`config.mk`:
```
export PLATFORM = sky130hd
export DESIGN_NAME = hazard_scoreboard_flat
export DESIGN_NICKNAME = d
export VERILOG_FILES = /design/src/rtl/hazard_scoreboard_if.sv /design/src/rtl/hazard_scoreboard.sv /design/src/flat_wrapper.sv
export SDC_FILE = /design/constraint.sdc
export NUM_CORES = 1
export LEC_CHECK = 0
export ABC_AREA = 0
export CAP_MARGIN = 30
export CORE_MARGIN = 4
export CORE_UTILIZATION = 52
export CTS_BUF_LIST = sky130_fd_sc_hd__clkbuf_8
export CTS_CLUSTER_SIZE = 10
export DETAILED_ROUTE_END_ITERATION = 8
export GPL_ROUTABILITY_DRIVEN = 0
export PLACE_DENSITY = 0.82
export SYNTH_ARGS = -nofsm -noshare
export SYNTH_HDL_FRONTEND = slang
export SYNTH_SLANG_ARGS = --single-unit
```
`constraint.sdc`:
```
create_clock -name CLK -period 2.41 [get_ports CLK]
set_input_delay 0.3615 -clock CLK [delete_from_list [all_inputs] [get_ports CLK]]
set_output_delay 0.3615 -clock CLK [all_outputs]
set_load 0.02 [all_outputs]
```
`src/rtl/hazard_scoreboard_if.sv`:
```
// Decode-side bundle between the decoder/pipeline control and the hazard scoreboard.
// master drives the decoded instruction; slave returns stall and the forwarding selects.
interface hazard_scoreboard_if #(
   parameter int NRD    = 2,
   parameter int RSEL_W = 5,
   parameter int FSEL_W = 2
);
   logic                  adv;
   logic                  issue_valid;
   logic                  issue_wen;
   logic [RSEL_W-1:0]     issue_wsel;
   logic                  issue_load;
   logic                  flush;
   logic [NRD*RSEL_W-1:0] rsel;
   logic                  stall;
   logic [NRD*FSEL_W-1:0] fwd_sel;

   modport master (
      output adv, issue_valid, issue_wen, issue_wsel, issue_load, flush, rsel,
      input  stall, fwd_sel
   );

   modport slave (
      input  adv, issue_valid, issue_wen, issue_wsel, issue_load, flush, rsel,
      output stall, fwd_sel
   );
endinterface

```
`src/rtl/hazard_scoreboard.sv`:
```
// Tracks in-flight register writers across DEPTH post-decode stages; drives forwarding selects and load-use stall.
// Optional stall/forward counters are compiled in with HAZARD_SCOREBOARD_STATS_EN.
module hazard_scoreboard #(
   parameter int DEPTH      = 3,
   parameter int NRD        = 2,
   parameter int RSEL_W     = 5,
   parameter int LOAD_READY = 2,
   parameter int FSEL_W     = $clog2(DEPTH+1)
) (
   input  logic               CLK,
   input  logic               RST,
   hazard_scoreboard_if.slave sb
`ifdef HAZARD_SCOREBOARD_STATS_EN
   ,
   output logic [31:0]        stall_cnt,
   output logic [31:0]        fwd_cnt
`endif
);

   typedef struct packed {
      logic              valid;
      logic [RSEL_W-1:0] wsel;
      logic              load;
   } entry_t;

   entry_t            ent_q [DEPTH];
   entry_t            ent_d [DEPTH];
   logic [FSEL_W-1:0] port_sel [NRD];
   logic [NRD-1:0]    port_hazard;
   logic              stall;
   logic              insert;

   // Scan oldest to youngest so the youngest matching writer overrides older ones.
   always_comb begin
      // NOTE: every always_comb output gets a default first, otherwise paths that skip an assignment infer latches.
      port_hazard = '0;
      for (int p = 0; p < NRD; p++) begin
         port_sel[p] = '0;
         for (int k = DEPTH-1; k >= 0; k--) begin
            if ((sb.rsel[p*RSEL_W +: RSEL_W] != '0) && ent_q[k].valid &&
                (ent_q[k].wsel == sb.rsel[p*RSEL_W +: RSEL_W])) begin
               port_sel[p]    = FSEL_W'(k+1);
               port_hazard[p] = ent_q[k].load && (k < LOAD_READY);
            end
         end
      end
   end

   always_comb begin
      sb.fwd_sel = '0;
      for (int p = 0; p < NRD; p++) sb.fwd_sel[p*FSEL_W +: FSEL_W] = port_sel[p];
   end

   assign stall    = sb.issue_valid & ~sb.flush & (|port_hazard);
   assign sb.stall = stall;
   assign insert   = sb.issue_valid & sb.issue_wen & (sb.issue_wsel != '0) & ~sb.flush & ~stall;

   always_comb begin
      ent_d[0]       = '0;
      ent_d[0].valid = insert;
      ent_d[0].wsel  = insert ? sb.issue_wsel : '0;
      ent_d[0].load  = insert & sb.issue_load;
      for (int i = 1; i < DEPTH; i++) ent_d[i] = ent_q[i-1];
   end

   // NOTE: the entry array is reset explicitly because an asserted RST must invalidate every tracked writer at once.
   always_ff @(posedge CLK or posedge RST) begin
      if (RST) begin
         for (int i = 0; i < DEPTH; i++) ent_q[i] <= '0;
      end else if (sb.adv) begin
         // NOTE: non-blocking assignments let every stage sample its predecessor's pre-edge value.
         for (int i = 0; i < DEPTH; i++) ent_q[i] <= ent_d[i];
      end
   end

`ifdef HAZARD_SCOREBOARD_STATS_EN
   logic [31:0] stall_cnt_q, stall_cnt_d;
   logic [31:0] fwd_cnt_q, fwd_cnt_d;

   // Both counters saturate instead of wrapping.
   always_comb begin
      stall_cnt_d = stall_cnt_q;
      fwd_cnt_d   = fwd_cnt_q;
      if (sb.adv && stall && (stall_cnt_q != 32'hFFFF_FFFF))
         stall_cnt_d = stall_cnt_q + 32'd1;
      if (sb.adv && !stall && sb.issue_valid && (sb.fwd_sel != '0) && (fwd_cnt_q != 32'hFFFF_FFFF))
         fwd_cnt_d = fwd_cnt_q + 32'd1;
   end

   always_ff @(posedge CLK or posedge RST) begin
      if (RST) begin
         stall_cnt_q <= '0;
         fwd_cnt_q   <= '0;
      end else begin
         stall_cnt_q <= stall_cnt_d;
         fwd_cnt_q   <= fwd_cnt_d;
      end
   end

   assign stall_cnt = stall_cnt_q;
   assign fwd_cnt   = fwd_cnt_q;
`endif

endmodule
```
`src/flat_wrapper.sv`:
```
// flat-port wrapper written by rule: the top's interface ports become plain ports
module hazard_scoreboard_flat 
#(
   parameter int DEPTH      = 3,
   parameter int NRD        = 2,
   parameter int RSEL_W     = 5,
   parameter int LOAD_READY = 2,
   parameter int FSEL_W     = $clog2(DEPTH+1)
)
  (CLK, RST, sb_adv, sb_issue_valid, sb_issue_wen, sb_issue_wsel, sb_issue_load, sb_flush, sb_rsel, sb_stall, sb_fwd_sel);
  hazard_scoreboard_if #(.NRD(NRD), .RSEL_W(RSEL_W), .FSEL_W(FSEL_W)) sb_i ();
  input  logic CLK;
  input  logic RST;
  input wire logic [$bits(sb_i.adv)-1:0] sb_adv;
  input wire logic [$bits(sb_i.issue_valid)-1:0] sb_issue_valid;
  input wire logic [$bits(sb_i.issue_wen)-1:0] sb_issue_wen;
  input wire logic [$bits(sb_i.issue_wsel)-1:0] sb_issue_wsel;
  input wire logic [$bits(sb_i.issue_load)-1:0] sb_issue_load;
  input wire logic [$bits(sb_i.flush)-1:0] sb_flush;
  input wire logic [$bits(sb_i.rsel)-1:0] sb_rsel;
  output wire logic [$bits(sb_i.stall)-1:0] sb_stall;
  output wire logic [$bits(sb_i.fwd_sel)-1:0] sb_fwd_sel;
  assign sb_i.adv = sb_adv;
  assign sb_i.issue_valid = sb_issue_valid;
  assign sb_i.issue_wen = sb_issue_wen;
  assign sb_i.issue_wsel = sb_issue_wsel;
  assign sb_i.issue_load = sb_issue_load;
  assign sb_i.flush = sb_flush;
  assign sb_i.rsel = sb_rsel;
  assign sb_stall = sb_i.stall;
  assign sb_fwd_sel = sb_i.fwd_sel;
  hazard_scoreboard #(.DEPTH(DEPTH), .NRD(NRD), .RSEL_W(RSEL_W), .LOAD_READY(LOAD_READY), .FSEL_W(FSEL_W)) u_core (.CLK(CLK), .RST(RST), .sb(sb_i));
endmodule
```
=== Word level (Yosys, flattened, before mapping) ===
Index checks and enable logic that the tools add are counted.

* Register bits after elaboration: 20
* Bits in latches: 0
* Bits in writable memories: 0
* Bits in read-only memories: 0
* Bits of input ports: 22
* Output and inout bits: 5
* Word-level logic and storage cells: 50
* Memories: 0

* $add $sub $neg: 0
* Multiply operators: 0
* Div/mod/pow operators: 0
* $lt $le $gt $ge: 0
* Equality and inequality tests: 6
* Shifts and indexed selects: 0
* Mux-type cells: 11
* Bitwise gates (word level): 9
* Reductions and logical operators: 16

{| class="wikitable"
|+ Operators by type and width
! kind !! count
|-
| == test 5 bit || 6
|-
| nonzero test 5 bit || 3
|-
| logical AND 1 bit || 12
|-
| two-way mux 2 bit || 6
|-
| AND 1 bit || 7
|-
| two-way mux 5 bit || 1
|-
| two-way mux 1 bit || 4
|-
| inverter 1 bit || 2
|-
| OR reduction 2 bit || 1
|}

=== Longest topological paths before layout ===
* Depth after elaboration: 10
* Depth in mapped cells: 6
* Gate-level depth less buffers: 6

=== Least setup slack after synthesis ===
Ideal clock, no wire load.

* Path kind: input to output
* Start point: input port sb_rsel[0]
* End point: output port sb_stall
* Data arrival time: 1.756 ns
* Required time: 2.049 ns
* Slack: 0.292 ns
* Stages on the path: 6
* Path buffers: 0
* Cells stage by stage: or4_1 nor2_2 nor4_2 o22ai_2 a21oi_1 nor2b_1

* Longest elaborated chain between the ends: 7
* Elaborated cells on any way between the ends: 11
* Classes of those cells: eq/ne: 2; mux: 2; bitwise: 1; reduce/logical: 6

{| class="wikitable"
|+ RTL lines
! element !! line !! source
|-
| from (decl) || flat_wrapper.sv:20 || <nowiki>input wire logic [$bits(sb_i.rsel)-1:0] sb_rsel;</nowiki>
|-
| nonzero test 5 bit || hazard_scoreboard.sv:40 || <nowiki>if ((sb.rsel[p*RSEL_W +: RSEL_W] != '0) && ent_q[k].valid &&</nowiki>
|-
| logical AND 1 bit (2 in series) || hazard_scoreboard.sv:40 ||
|-
| two-way mux 1 bit || hazard_scoreboard.sv:40 ||
|-
| two-way mux 1 bit * || hazard_scoreboard.sv:40 ||
|-
| OR reduction 2 bit * || hazard_scoreboard.sv:54 || <nowiki>assign stall = sb.issue_valid & ~sb.flush & (|port_hazard);</nowiki>
|-
| AND 1 bit * || hazard_scoreboard.sv:54 ||
|-
| to (decl) || flat_wrapper.sv:21 || <nowiki>output wire logic [$bits(sb_i.stall)-1:0] sb_stall;</nowiki>
|}

Mark *: on every way between the ends. The rest lies on a longest branch, timed or not.

=== Final worst setup path ===
* Start point: input port sb_rsel[9]
* End point: output port sb_stall

The elaborated chain is that of the path after synthesis.

==> results.sh <==
export IMPL_p_leak_nw=0.8990
export IMPL_max_cap_viol_count=0
export IMPL_final_cells=193
export IMPL_synth_top_area_frac=0.4090
export IMPL_ys_ff_latch=20
export IMPL_grt_start_max_net_pins=21
export IMPL_p_int_uw=677.0
export IMPL_hold_class="reg -> reg"
export IMPL_finalWirelength_um=4132
export IMPL_drive_gt1_frac=0.4667
export IMPL_p_switching_uw=219.1
export IMPL_cts_inserted_buffers=3
export IMPL_fin_skew_ns=0.005709
export IMPL_final_hold_viol_count=0
export IMPL_grt_use_total=0.2374
export IMPL_cts_tree="done"
export IMPL_drt_iter0_drc=24
export IMPL_path_class="in -> out"
export IMPL_ios=27
export IMPL_synth_seq_area_share=0.4090
export IMPL_path_cells="dlygate4sd2_1 -> buf_4 -> xnor2_1 -> nand4_1 -> nor4_4 -> o22ai_4 -> a21oi_2 -> nor2b_2 -> buf_6"
export IMPL_comb_power_share=0.204
export IMPL_clk_pin_slew_ns=0.08
export IMPL_h_tree_depth=1
export IMPL_fin_ws_ns=-0.03974
export IMPL_dieHeight_um=56.51
export IMPL_cts_buffer_depth=2
export IMPL_setup_tns_ns=-0.03974
export IMPL_power_uw=896.2
export IMPL_via_per_inst=5.793
export IMPL_sw_frac_of_total=0.2445
export IMPL_worst_pin_slew_ns=0.7612
export IMPL_yosys_area_top_type="dfrtp_1"
export IMPL_portBuffers=26
export IMPL_violations="negative setup slack"
export IMPL_die_area_um2=3193
export IMPL_crit_buf_inv=3
export IMPL_peakVddDrop_uv=623.9
export IMPL_crit_path_start_kind="primary input"
export IMPL_cts_hold_buf=0
export IMPL_crit_fanout=4
export IMPL_nNetsFinal=188
export IMPL_wire_per_inst_um=21.41
export IMPL_setup_viol=1
export IMPL_cp_end_kind="output pin"
export IMPL_dr_pass1_iters=4
export IMPL_cts_root_buf="clkbuf_8"
export IMPL_fp_dieW_um=56.51
export IMPL_netlist_top_cells_area="dfrtp_1, xnor2_1, mux2_2"
export IMPL_grt_overflow=0
export IMPL_core_area_um2=2233
export IMPL_pre_cts_ws_ns=-0.6085
export IMPL_path_depth=9
export IMPL_dp_hpwl_um=2309
export IMPL_final_util=0.8633
export IMPL_power_density_nw_per_um2=464.8
export IMPL_synth_cell_types=20
export IMPL_rows=17
export IMPL_clock_sinks=20
export IMPL_insertedDiodeCount=0
export IMPL_cp_arrival_ns=2.09
export IMPL_num_vias=1118
export IMPL_status="finished with violations"
export IMPL_relSlewSlack=0.4919
export IMPL_hold_depth=1
export IMPL_route_detailed_drc=0
export IMPL_grt_pass1_vias=1191
export IMPL_reg2reg_slack_ns=0.19
export IMPL_area_growth_pct=57.57
export IMPL_synth_area_um2=1224
export IMPL_cp_top_family="simple AND/OR/NAND/NOR gates"
export IMPL_min_period_ns=2.450
export IMPL_grt_first_pass_wirelength_um=5733
export IMPL_placedCellCount=182
export IMPL_period_share=1.016
export IMPL_slowest_delay_ns=0.34
export IMPL_synth_nets=126
export IMPL_start_util=0.5479
export IMPL_seqPwrFrac=0.419
export IMPL_clkPwrFrac=0.376
export IMPL_synthCells=104
export IMPL_synth_warnings=0
export IMPL_rsz0062_at_grt="yes"
export IMPL_antenna_found_initial=0
export IMPL_crit_required_ns=2.05
export IMPL_reg2reg_depth=7
export IMPL_fmax_ghz=0.4082
export IMPL_drv_slew=0
export IMPL_clk_latency_ns=0.26
export IMPL_syn_area_per_cell_um2=11.77
export IMPL_slowest_stage="nor4_4"
export IMPL_ant_nets=0
## per-layer routing
layer,up-vias,global-route usage,share of wire
met5,-,0,0
met1,563,0.2758,0.40
li1,506,-,-
met3,14,0.04138,0.035
met2,35,0.4043,0.53
met4,0,0.1390,0.030
## layout make-up
type                       count  area (µm²)
timing repair buffer          59       506.7
inverter                       4       15.01
fill                         109       305.3
tap                           28       35.03
clock inverter                 1       30.03
multi-input combinational     78       797.0
clock buffer                   3       41.29
sequential                    20       503.0
## power by group through the flow
stage                     sequential [mW]  clock [mW]  combinational [mW]
after floorplan                     0.374           0              0.0737
after CTS                           0.372       0.339               0.164
after global routing                0.377       0.354               0.195
after detailed placement            0.380           0               0.155
final                               0.376       0.337               0.183
after global placement              0.379           0               0.150
## registers in the layout (all words and copies together) (netlist names)
name / flops
u_core.ent_d: 14
u_core.ent_q: 6
## synthesized netlist by cell type
| cell type | n |
|---|---|
| nor4_2 | 2 |
| inv_1 | 4 |
| nand4_1 | 6 |
| a211oi_4 | 1 |
| nor4_1 | 2 |
| o22ai_2 | 1 |
| o2111ai_1 | 1 |
| dfrtp_1 | 20 |
| or4_1 | 3 |
| a21o_1 | 3 |
| a22o_1 | 6 |
| nor2b_1 | 2 |
| mux2_2 | 13 |
| xor2_1 | 12 |
| nor2_2 | 2 |
| o21a_4 | 1 |
| or4_4 | 2 |
| a21oi_1 | 3 |
| xnor2_1 | 18 |
| clkbuf_1 | 2 |
## worst reg2reg max path: cells and delay by family (launching register included)
kind,cells,cell delay [ns]
buf+inv,1,0.16
flops,1,0.45
simple gates,2,0.55
compound gates,3,0.73
xor+xnor,1,0.26
## timing repair
item / in CTS / in global routing
buffers inserted: 4 / 3
endpoints found under the setup margin: 5 / 5
gates cloned: 0 / 0
gates resized for setup: 45 / 15
pin swaps: 8 / 2
## per-stage QoR
| stage | hold slack [ns] | area (µm²) |
|---|---|---|
| floorplan | 0.3253 | 1224 |
| global placement | 0.5287 | 1707 |
| detailed placement | 0.5466 | 1707 |
| CTS | 0.5665 | 1831 |
| global route | 0.6024 | 1928 |
| finish | 0.5706 | 1928 |
## path summary, 6_finish.rpt
| kind | to | start |
|---|---|---|
| max | sb_stall | sb_rsel[9] |
| min | u_core.ent_d[13]$_DFFE_PP0P_ | u_core.ent_d[13]$_DFFE_PP0P_ |
| max reg2reg | u_core.ent_d[9]$_DFFE_PP0P_ | u_core.ent_d[12]$_DFFE_PP0P_ |
| min reg2reg | u_core.ent_d[13]$_DFFE_PP0P_ | u_core.ent_d[13]$_DFFE_PP0P_ |
| max in group asynchronous | u_core.ent_d[4]$_DFFE_PP0P_ | RST |
| min in group asynchronous | u_core.ent_d[11]$_DFFE_PP0P_ | RST |
## layout by cell type (no fill, tap or decap), drive strengths merged
cell type / Yosys / layout
buf: 0 / 38
dfrtp: 20 / 20
xnor2: 18 / 18
mux2: 13 / 13
xor2: 12 / 12
clkdlybuf4s50: 0 / 11
dlygate4sd2: 0 / 9
nand4: 6 / 6
a22o: 6 / 6
or4: 5 / 5
inv: 4 / 4
nor4: 4 / 4
a21o: 3 / 3
clkbuf: 2 / 3
a21oi: 3 / 3
nor2: 2 / 2
nor2b: 2 / 2
o22ai: 1 / 1
o21a: 1 / 1
o2111ai: 1 / 1
a211oi: 1 / 1
bufinv: 0 / 1
clkdlybuf4s15: 0 / 1
## logic make-up after synthesis
family | Yosys count | share of synthesized area
AO/OA/AOI/OAI | 16 | 0.1196
XOR/XNOR | 30 | 0.2147
buffers and inverters | 6 | 0.01840
flip-flops | 20 | 0.4090
multiplexers | 13 | 0.1196
AND/OR/NAND/NOR | 19 | 0.1186
No activity file was read; power rests on OpenSTA's default activity.
